[src/rtl/level_select_pkg.sv]
`default_nettype none
// +-------------------------------------------------------------------------+
// | level_select_pkg                                                        |
// | Shared state type, default constants and helper for level_select_n.    |
// | Rev 1.0 - initial release                                               |
// +-------------------------------------------------------------------------+
package level_select_pkg;

   typedef enum logic [1:0] {
      S_RESTART = 2'd0,
      S_SELECT  = 2'd1,
      S_LOCKED  = 2'd2
   } state_t;

   localparam int DEF_NUM_LEVELS       = 3;
   localparam int DEF_LEVEL_W          = 3;
   localparam int DEF_SYNC_STAGES      = 2;
   localparam int DEF_DEBOUNCE_CYCLES  = 4;
   localparam int DEF_RST_PULSE_CYCLES = 2;

   // Highest set bit wins; callers only pass true one-hot vectors (max 8 keys)
   function automatic logic [3:0] onehot_to_code(input logic [7:0] onehot);
      logic [3:0] code;
      code = '0;
      for (int i = 0; i < 8; i++) begin
         if (onehot[i]) begin
            code = 4'(i + 1);
         end
      end
      return code;
   endfunction

endpackage
`default_nettype wire

[src/rtl/level_select_n_key_debounce.sv]
`default_nettype none
// +-------------------------------------------------------------------------+
// | key_debounce                                                            |
// | Synchroniser + stability-counter debouncer with registered press pulse. |
// | Rev 1.0 - initial release                                               |
// +-------------------------------------------------------------------------+
module key_debounce #(
   parameter int SYNC_STAGES     = 2,
   parameter int DEBOUNCE_CYCLES = 4
) (
   input  logic clk,
   input  logic rst,
   input  logic key_raw,
   output logic key_level,
   output logic key_press
);

   // Counter only has to reach DEBOUNCE_CYCLES-1 before the level flips
   localparam int CNT_W = (DEBOUNCE_CYCLES > 1) ? $clog2(DEBOUNCE_CYCLES) : 1;
   localparam logic [CNT_W-1:0] CNT_LAST = CNT_W'(DEBOUNCE_CYCLES - 1);

   logic [SYNC_STAGES-1:0] r_sync;
   logic [CNT_W-1:0]       r_cnt;
   logic                   r_level;
   logic                   r_level_q;
   logic                   r_press;

   // Metastability chain for the asynchronous key
   always_ff @(posedge clk) begin
      if (rst) begin
         r_sync <= '0;
      end else begin
         r_sync <= {r_sync[SYNC_STAGES-2:0], key_raw};
      end
   end

   // Flip the debounced level after DEBOUNCE_CYCLES consecutive differing samples
   always_ff @(posedge clk) begin
      if (rst) begin
         r_cnt   <= '0;
         r_level <= 1'b0;
      end else if (r_sync[SYNC_STAGES-1] == r_level) begin
         r_cnt <= '0;
      end else if (r_cnt == CNT_LAST) begin
         r_cnt   <= '0;
         r_level <= ~r_level;
      end else begin
         r_cnt <= r_cnt + 1'b1;
      end
   end

   // Registered rising-edge detect on the debounced level
   always_ff @(posedge clk) begin
      if (rst) begin
         r_level_q <= 1'b0;
         r_press   <= 1'b0;
      end else begin
         r_level_q <= r_level;
         r_press   <= r_level & ~r_level_q;
      end
   end

   assign key_level = r_level;
   assign key_press = r_press;

endmodule
`default_nettype wire

[src/rtl/level_select_n.sv]
`default_nettype none
// +-------------------------------------------------------------------------+
// | level_select_n                                                          |
// | Keypad difficulty selector: debounced level keys, one-shot latch with   |
// | lockout, restart key and fixed-length game_rst pulse.                   |
// | Rev 1.0 - initial release                                               |
// +-------------------------------------------------------------------------+
module level_select_n
   import level_select_pkg::*;
#(
   parameter int NUM_LEVELS       = DEF_NUM_LEVELS,
   parameter int LEVEL_W          = DEF_LEVEL_W,
   parameter int SYNC_STAGES      = DEF_SYNC_STAGES,
   parameter int DEBOUNCE_CYCLES  = DEF_DEBOUNCE_CYCLES,
   parameter int RST_PULSE_CYCLES = DEF_RST_PULSE_CYCLES
) (
   input  logic                  clk,
   input  logic                  rst,
   input  logic [NUM_LEVELS-1:0] key_level,
   input  logic                  key_restart,
   output logic [NUM_LEVELS-1:0] level_onehot,
   output logic [LEVEL_W-1:0]    level_code,
   output logic                  level_valid,
   output logic                  game_rst,
   output logic                  sel_error
);

   localparam int PCNT_W = (RST_PULSE_CYCLES > 1) ? $clog2(RST_PULSE_CYCLES) : 1;
   localparam logic [PCNT_W-1:0] PCNT_LAST = PCNT_W'(RST_PULSE_CYCLES - 1);

   // Elaboration-time parameter sanity
   if ((2 ** LEVEL_W) <= NUM_LEVELS) begin : g_bad_level_w
      $error("level_select_n: LEVEL_W too narrow for NUM_LEVELS");
   end
   if ((NUM_LEVELS < 1) || (NUM_LEVELS > 8)) begin : g_bad_num_levels
      $error("level_select_n: NUM_LEVELS must be 1..8");
   end

   logic [NUM_LEVELS-1:0] lvl_deb;
   logic [NUM_LEVELS-1:0] lvl_press;
   logic                  restart_level_unused;
   logic                  restart_press;

   for (genvar i = 0; i < NUM_LEVELS; i++) begin : g_level_key
      key_debounce #(
         .SYNC_STAGES     (SYNC_STAGES),
         .DEBOUNCE_CYCLES (DEBOUNCE_CYCLES)
      ) u_key (
         .clk       (clk),
         .rst       (rst),
         .key_raw   (key_level[i]),
         .key_level (lvl_deb[i]),
         .key_press (lvl_press[i])
      );
   end

   key_debounce #(
      .SYNC_STAGES     (SYNC_STAGES),
      .DEBOUNCE_CYCLES (DEBOUNCE_CYCLES)
   ) u_restart_key (
      .clk       (clk),
      .rst       (rst),
      .key_raw   (key_restart),
      .key_level (restart_level_unused),
      .key_press (restart_press)
   );

   logic [3:0] press_cnt;
   logic       other_held;

   // Number of level presses this cycle and whether a non-pressing key is held
   always_comb begin
      press_cnt = '0;
      for (int i = 0; i < NUM_LEVELS; i++) begin
         press_cnt = press_cnt + {3'b000, lvl_press[i]};
      end
      other_held = |(lvl_deb & ~lvl_press);
   end

   state_t                r_state,  state_nxt;
   logic [PCNT_W-1:0]     r_pcnt,   pcnt_nxt;
   logic [NUM_LEVELS-1:0] r_onehot, onehot_nxt;
   logic [LEVEL_W-1:0]    r_code,   code_nxt;
   logic                  r_valid,  valid_nxt;
   logic                  r_err,    err_nxt;

   // State, pulse counter and selection registers
   always_ff @(posedge clk) begin
      if (rst) begin
         r_state  <= S_RESTART;
         r_pcnt   <= '0;
         r_onehot <= '0;
         r_code   <= '0;
         r_valid  <= 1'b0;
         r_err    <= 1'b0;
      end else begin
         r_state  <= state_nxt;
         r_pcnt   <= pcnt_nxt;
         r_onehot <= onehot_nxt;
         r_code   <= code_nxt;
         r_valid  <= valid_nxt;
         r_err    <= err_nxt;
      end
   end

   // Next-state: restart press dominates, then per-state selection rules
   always_comb begin
      state_nxt  = r_state;
      pcnt_nxt   = r_pcnt;
      onehot_nxt = r_onehot;
      code_nxt   = r_code;
      valid_nxt  = r_valid;
      err_nxt    = 1'b0;
      if (restart_press) begin
         state_nxt  = S_RESTART;
         pcnt_nxt   = '0;
         onehot_nxt = '0;
         code_nxt   = '0;
         valid_nxt  = 1'b0;
      end else begin
         case (r_state)
            S_RESTART: begin
               if (r_pcnt == PCNT_LAST) begin
                  state_nxt = S_SELECT;
               end else begin
                  pcnt_nxt = r_pcnt + 1'b1;
               end
            end
            S_SELECT: begin
               if ((press_cnt == 4'd1) && !other_held) begin
                  onehot_nxt = lvl_press;
                  code_nxt   = LEVEL_W'(onehot_to_code(8'(lvl_press)));
                  valid_nxt  = 1'b1;
                  state_nxt  = S_LOCKED;
               end else if (press_cnt != 4'd0) begin
                  err_nxt = 1'b1;
               end
            end
            S_LOCKED: begin
               state_nxt = S_LOCKED;
            end
            default: begin
               state_nxt = S_RESTART;
               pcnt_nxt  = '0;
            end
         endcase
      end
   end

   assign level_onehot = r_onehot;
   assign level_code   = r_code;
   assign level_valid  = r_valid;
   assign sel_error    = r_err;
   assign game_rst     = (r_state == S_RESTART);

endmodule
`default_nettype wire

[config.mk]
export PLATFORM = sky130hd
export DESIGN_NAME = level_select_n
export DESIGN_NICKNAME = d
export VERILOG_FILES = /design/src/rtl/level_select_pkg.sv /design/src/rtl/level_select_n_key_debounce.sv /design/src/rtl/level_select_n.sv
export SDC_FILE = /design/constraint.sdc
export NUM_CORES = 1
export LEC_CHECK = 0
export BUFFER_PORTS_ARGS = -buffer_cell sky130_fd_sc_hd__buf_2
export CAP_MARGIN = 20
export CORE_MARGIN = 2
export CORE_UTILIZATION = 40
export DETAILED_ROUTE_END_ITERATION = 8
export SETUP_SLACK_MARGIN = 0.05
export SLEW_MARGIN = 10
export SYNTH_ARGS = -nofsm -noshare
export SYNTH_HDL_FRONTEND = slang
export SYNTH_SLANG_ARGS = --single-unit
[constraint.sdc]
create_clock -name clk -period 4.7 [get_ports clk]
set_clock_uncertainty 0.05 [all_clocks]
set_input_delay 0.94 -clock clk [delete_from_list [all_inputs] [get_ports clk]]
set_output_delay 0.94 -clock clk [all_outputs]
set_load 0.005 [all_outputs]
==> impl_metrics.json <==
{
  "final_cell_mix": "dfxtp_1 (38), nor2b_1 (17), nor2_1 (16)",
  "htree_num_levels": 2,
  "via_per_inst": 4.57,
  "final_antenna_net_count": 0,
  "path_clk_slew_ns": 0.11,
  "antennaDiodeCount": 0,
  "grt_overflow": 0,
  "switching_share_pct": 25.9,
  "cts.sinks": 38,
  "grt_pass1_vias": 903,
  "numCtsBuffers": 5,
  "syn_nets": 150,
  "max_freq_mhz": 471,
  "gp_congestion": 0.813,
  "grt_setup_unrepaired": "no",
  "cts_tree": "done",
  "die_w_um": 63.8,
  "end_kind": "output pin",
  "cts-resized-gates": 0,
  "drt_iter0_drc": 21,
  "ys_seq_elements": 38,
  "drc": 0,
  "setup_viol": 0,
  "pwr-share-clk_pct": 28.2,
  "critical_path_required_ns": 3.71,
  "fin_crit_ns": 2.12,
  "vdd_drop_max_v": 0.000203,
  "final_common_cell": "dfxtp_1",
  "p_int_uw": 453,
  "p_leak_uw": 0.000639,
  "cts.hold.buffers_added": 0,
  "chipHeight_um": 63.8,
  "tightest_slew_ns": 0.501,
  "wire_per_inst_um": 10.4,
  "syn_avg_cell_area_sq_um": 10.5,
  "postSynthCellCount": 136,
  "synth_top_cell_area_share_pct": 53.2,
  "synth_edf_count": 0,
  "final_max_slew_viol_count": 0,
  "grt_pass1_wl_um": 3770,
  "p_switching_uw": 158,
  "startpoint_type": "flop",
  "yosysWarnings": 0,
  "setup.worst_path.class": "reg -> out",
  "maxSlewHeadroom_pct": 66.5,
  "antenna_found_initial": 0,
  "vias": 909,
  "period_share_pct": 45.2,
  "syn-cell-area_sq_um": 1430,
  "dp_hpwl_um": 1510,
  "synthFlopType": "dfxtp_1",
  "syn_to_final_growth_pct": 11.5,
  "worst_skew_pair.late_latency_ns": 0.33,
  "combPwrFrac_pct": 15.4,
  "seq_area_frac_synth_pct": 53.2,
  "grt_max_degree": 23,
  "power_density_nw_per_um2": 383,
  "routed_wl_um": 2080,
  "cp_max_fo": 4,
  "synth.area.top_cells": "dfxtp_1 (53%), nor2b_1 (7.4%), ha_1 (6.1%)",
  "max_cap_violations": 0,
  "final_hold_viol_count": 0,
  "clockRootBuffer": "clkbuf_4",
  "status": "complete, no violations",
  "coreArea_sq_um": 3390,
  "drive_above_1_share_pct": 19.0,
  "synth_top_area_cell": "dfxtp_1",
  "dieArea_sq_um": 4070,
  "final.fill_count": 315,
  "sequentialPowerShare_pct": 56.4,
  "worstPathArrival_ns": 1.13,
  "ys_types": 28,
  "io_pins": 15,
  "port_buffers": 13,
  "grt_usage_pct": 11.9,
  "async_flop_share_pct": 0,
  "drtPass1Iterations": 4,
  "start_util_pct": 42.2,
  "final_util_pct": 47.0,
  "fin_setup_tns_ns": 0,
  "hp-class": "reg -> reg",
  "placementRows": 21,
  "clockBufferDepth": 2,
  "layout.nets": 166,
  "post_cts_buffers": 0
}
power groups by stage:
stage / combinational [uW] / sequential (uW) / clock (uW)
global route: 109 / 348 / 193
floorplan: 74.9 / 350 / 0
detailed placement: 94.8 / 352 / 0
finish: 94.3 / 345 / 172
global placement: 90.7 / 351 / 0
CTS: 96.1 / 345 / 180
routing by layer:
metal | global-route usage, % | part of all wire (%) | wire, um
met1 | 12.4 | 45 | 930
met4 | 6.52 | 2.1 | 44
met2 | 20.7 | 49 | 1010
met3 | 4.23 | 4.2 | 88
met5 | 0 | 0 | 0
metrics by stage:
step	cell area (sq um)	worst slack, ns	power, uW	hold slack (ns)	cells
finish	1590	2.58	611	0.332	199
global route	1590	2.50	649	0.360	199
CTS	1590	2.56	621	0.339	199
detailed placement	1530	2.70	447	0.324	191
global placement	1530	2.82	442	0.322	191
floorplan	1430	2.98	425	0.317	136
state kept, by name, indices dropped and copies added, names as in the netlist, 3 cells and up:
signal,cells
g_level_key.u_key.r_cnt,6
g_level_key.u_key.r_sync,6
g_level_key.u_key.key_level,3
g_level_key.u_key.key_press,3
g_level_key.u_key.r_level_q,3
level_onehot,3
final cells by class:
type / instances / area [sq um] / area share, %
sequential: 38 / 761 / 47.7
multi-input combinational: 87 / 624 / 39.2
clock inverter: 1 / 5.00 / 0.314
inverter: 7 / 26.3 / 1.65
timing repair buffer: 13 / 65.1 / 4.08
clock buffer: 7 / 55.1 / 3.45
tap: 46 / 57.6 / 3.61
cells in the mapped netlist, types with 2 or more instances:
cell type	n
a21oi_1	5
mux2i_1	5
nand2_1	3
a211oi_2	2
clkbuf_1	3
dfxtp_1	38
or3_1	4
ha_1	7
nand2b_1	2
nand4_1	3
nor2b_1	17
xnor2_1	4
nor2_1	16
nand3_1	2
o21ai_0	6
inv_1	7
worst paths after layout:
kind	from	to	slack, ns	cells past startpoint
setup / recovery	r_state[0]	game_rst	2.58	3
hold / removal	g_level_key[0].u_key.r_level_q	g_level_key[0].u_key.key_press	0.33	1
setup reg to reg	g_level_key[1].u_key.key_press	level_onehot[1]	2.82	5
hold reg to reg	g_level_key[0].u_key.r_level_q	g_level_key[0].u_key.key_press	0.33	1
cells by family (layout without fill, tap and decap cells):
kind of cell,count (synthesis),count (layout),synth area share [%]
flops,38,38,53.2
buf+inv,11,28,3.15
simple gates,53,53,21.9
other cells,1,1,0.262
fa+ha+maj,8,8,7.52
compound gates,16,16,8.05
mux,5,5,3.50
xor+xnor,4,4,2.45
critical path: stages, from the launching register on:
cell	delay, ns
dfxtp_1	0.37
inv_1	0.07
ha_1	0.23
buf_2	0.14
Power figures use the tool's default switching activity.
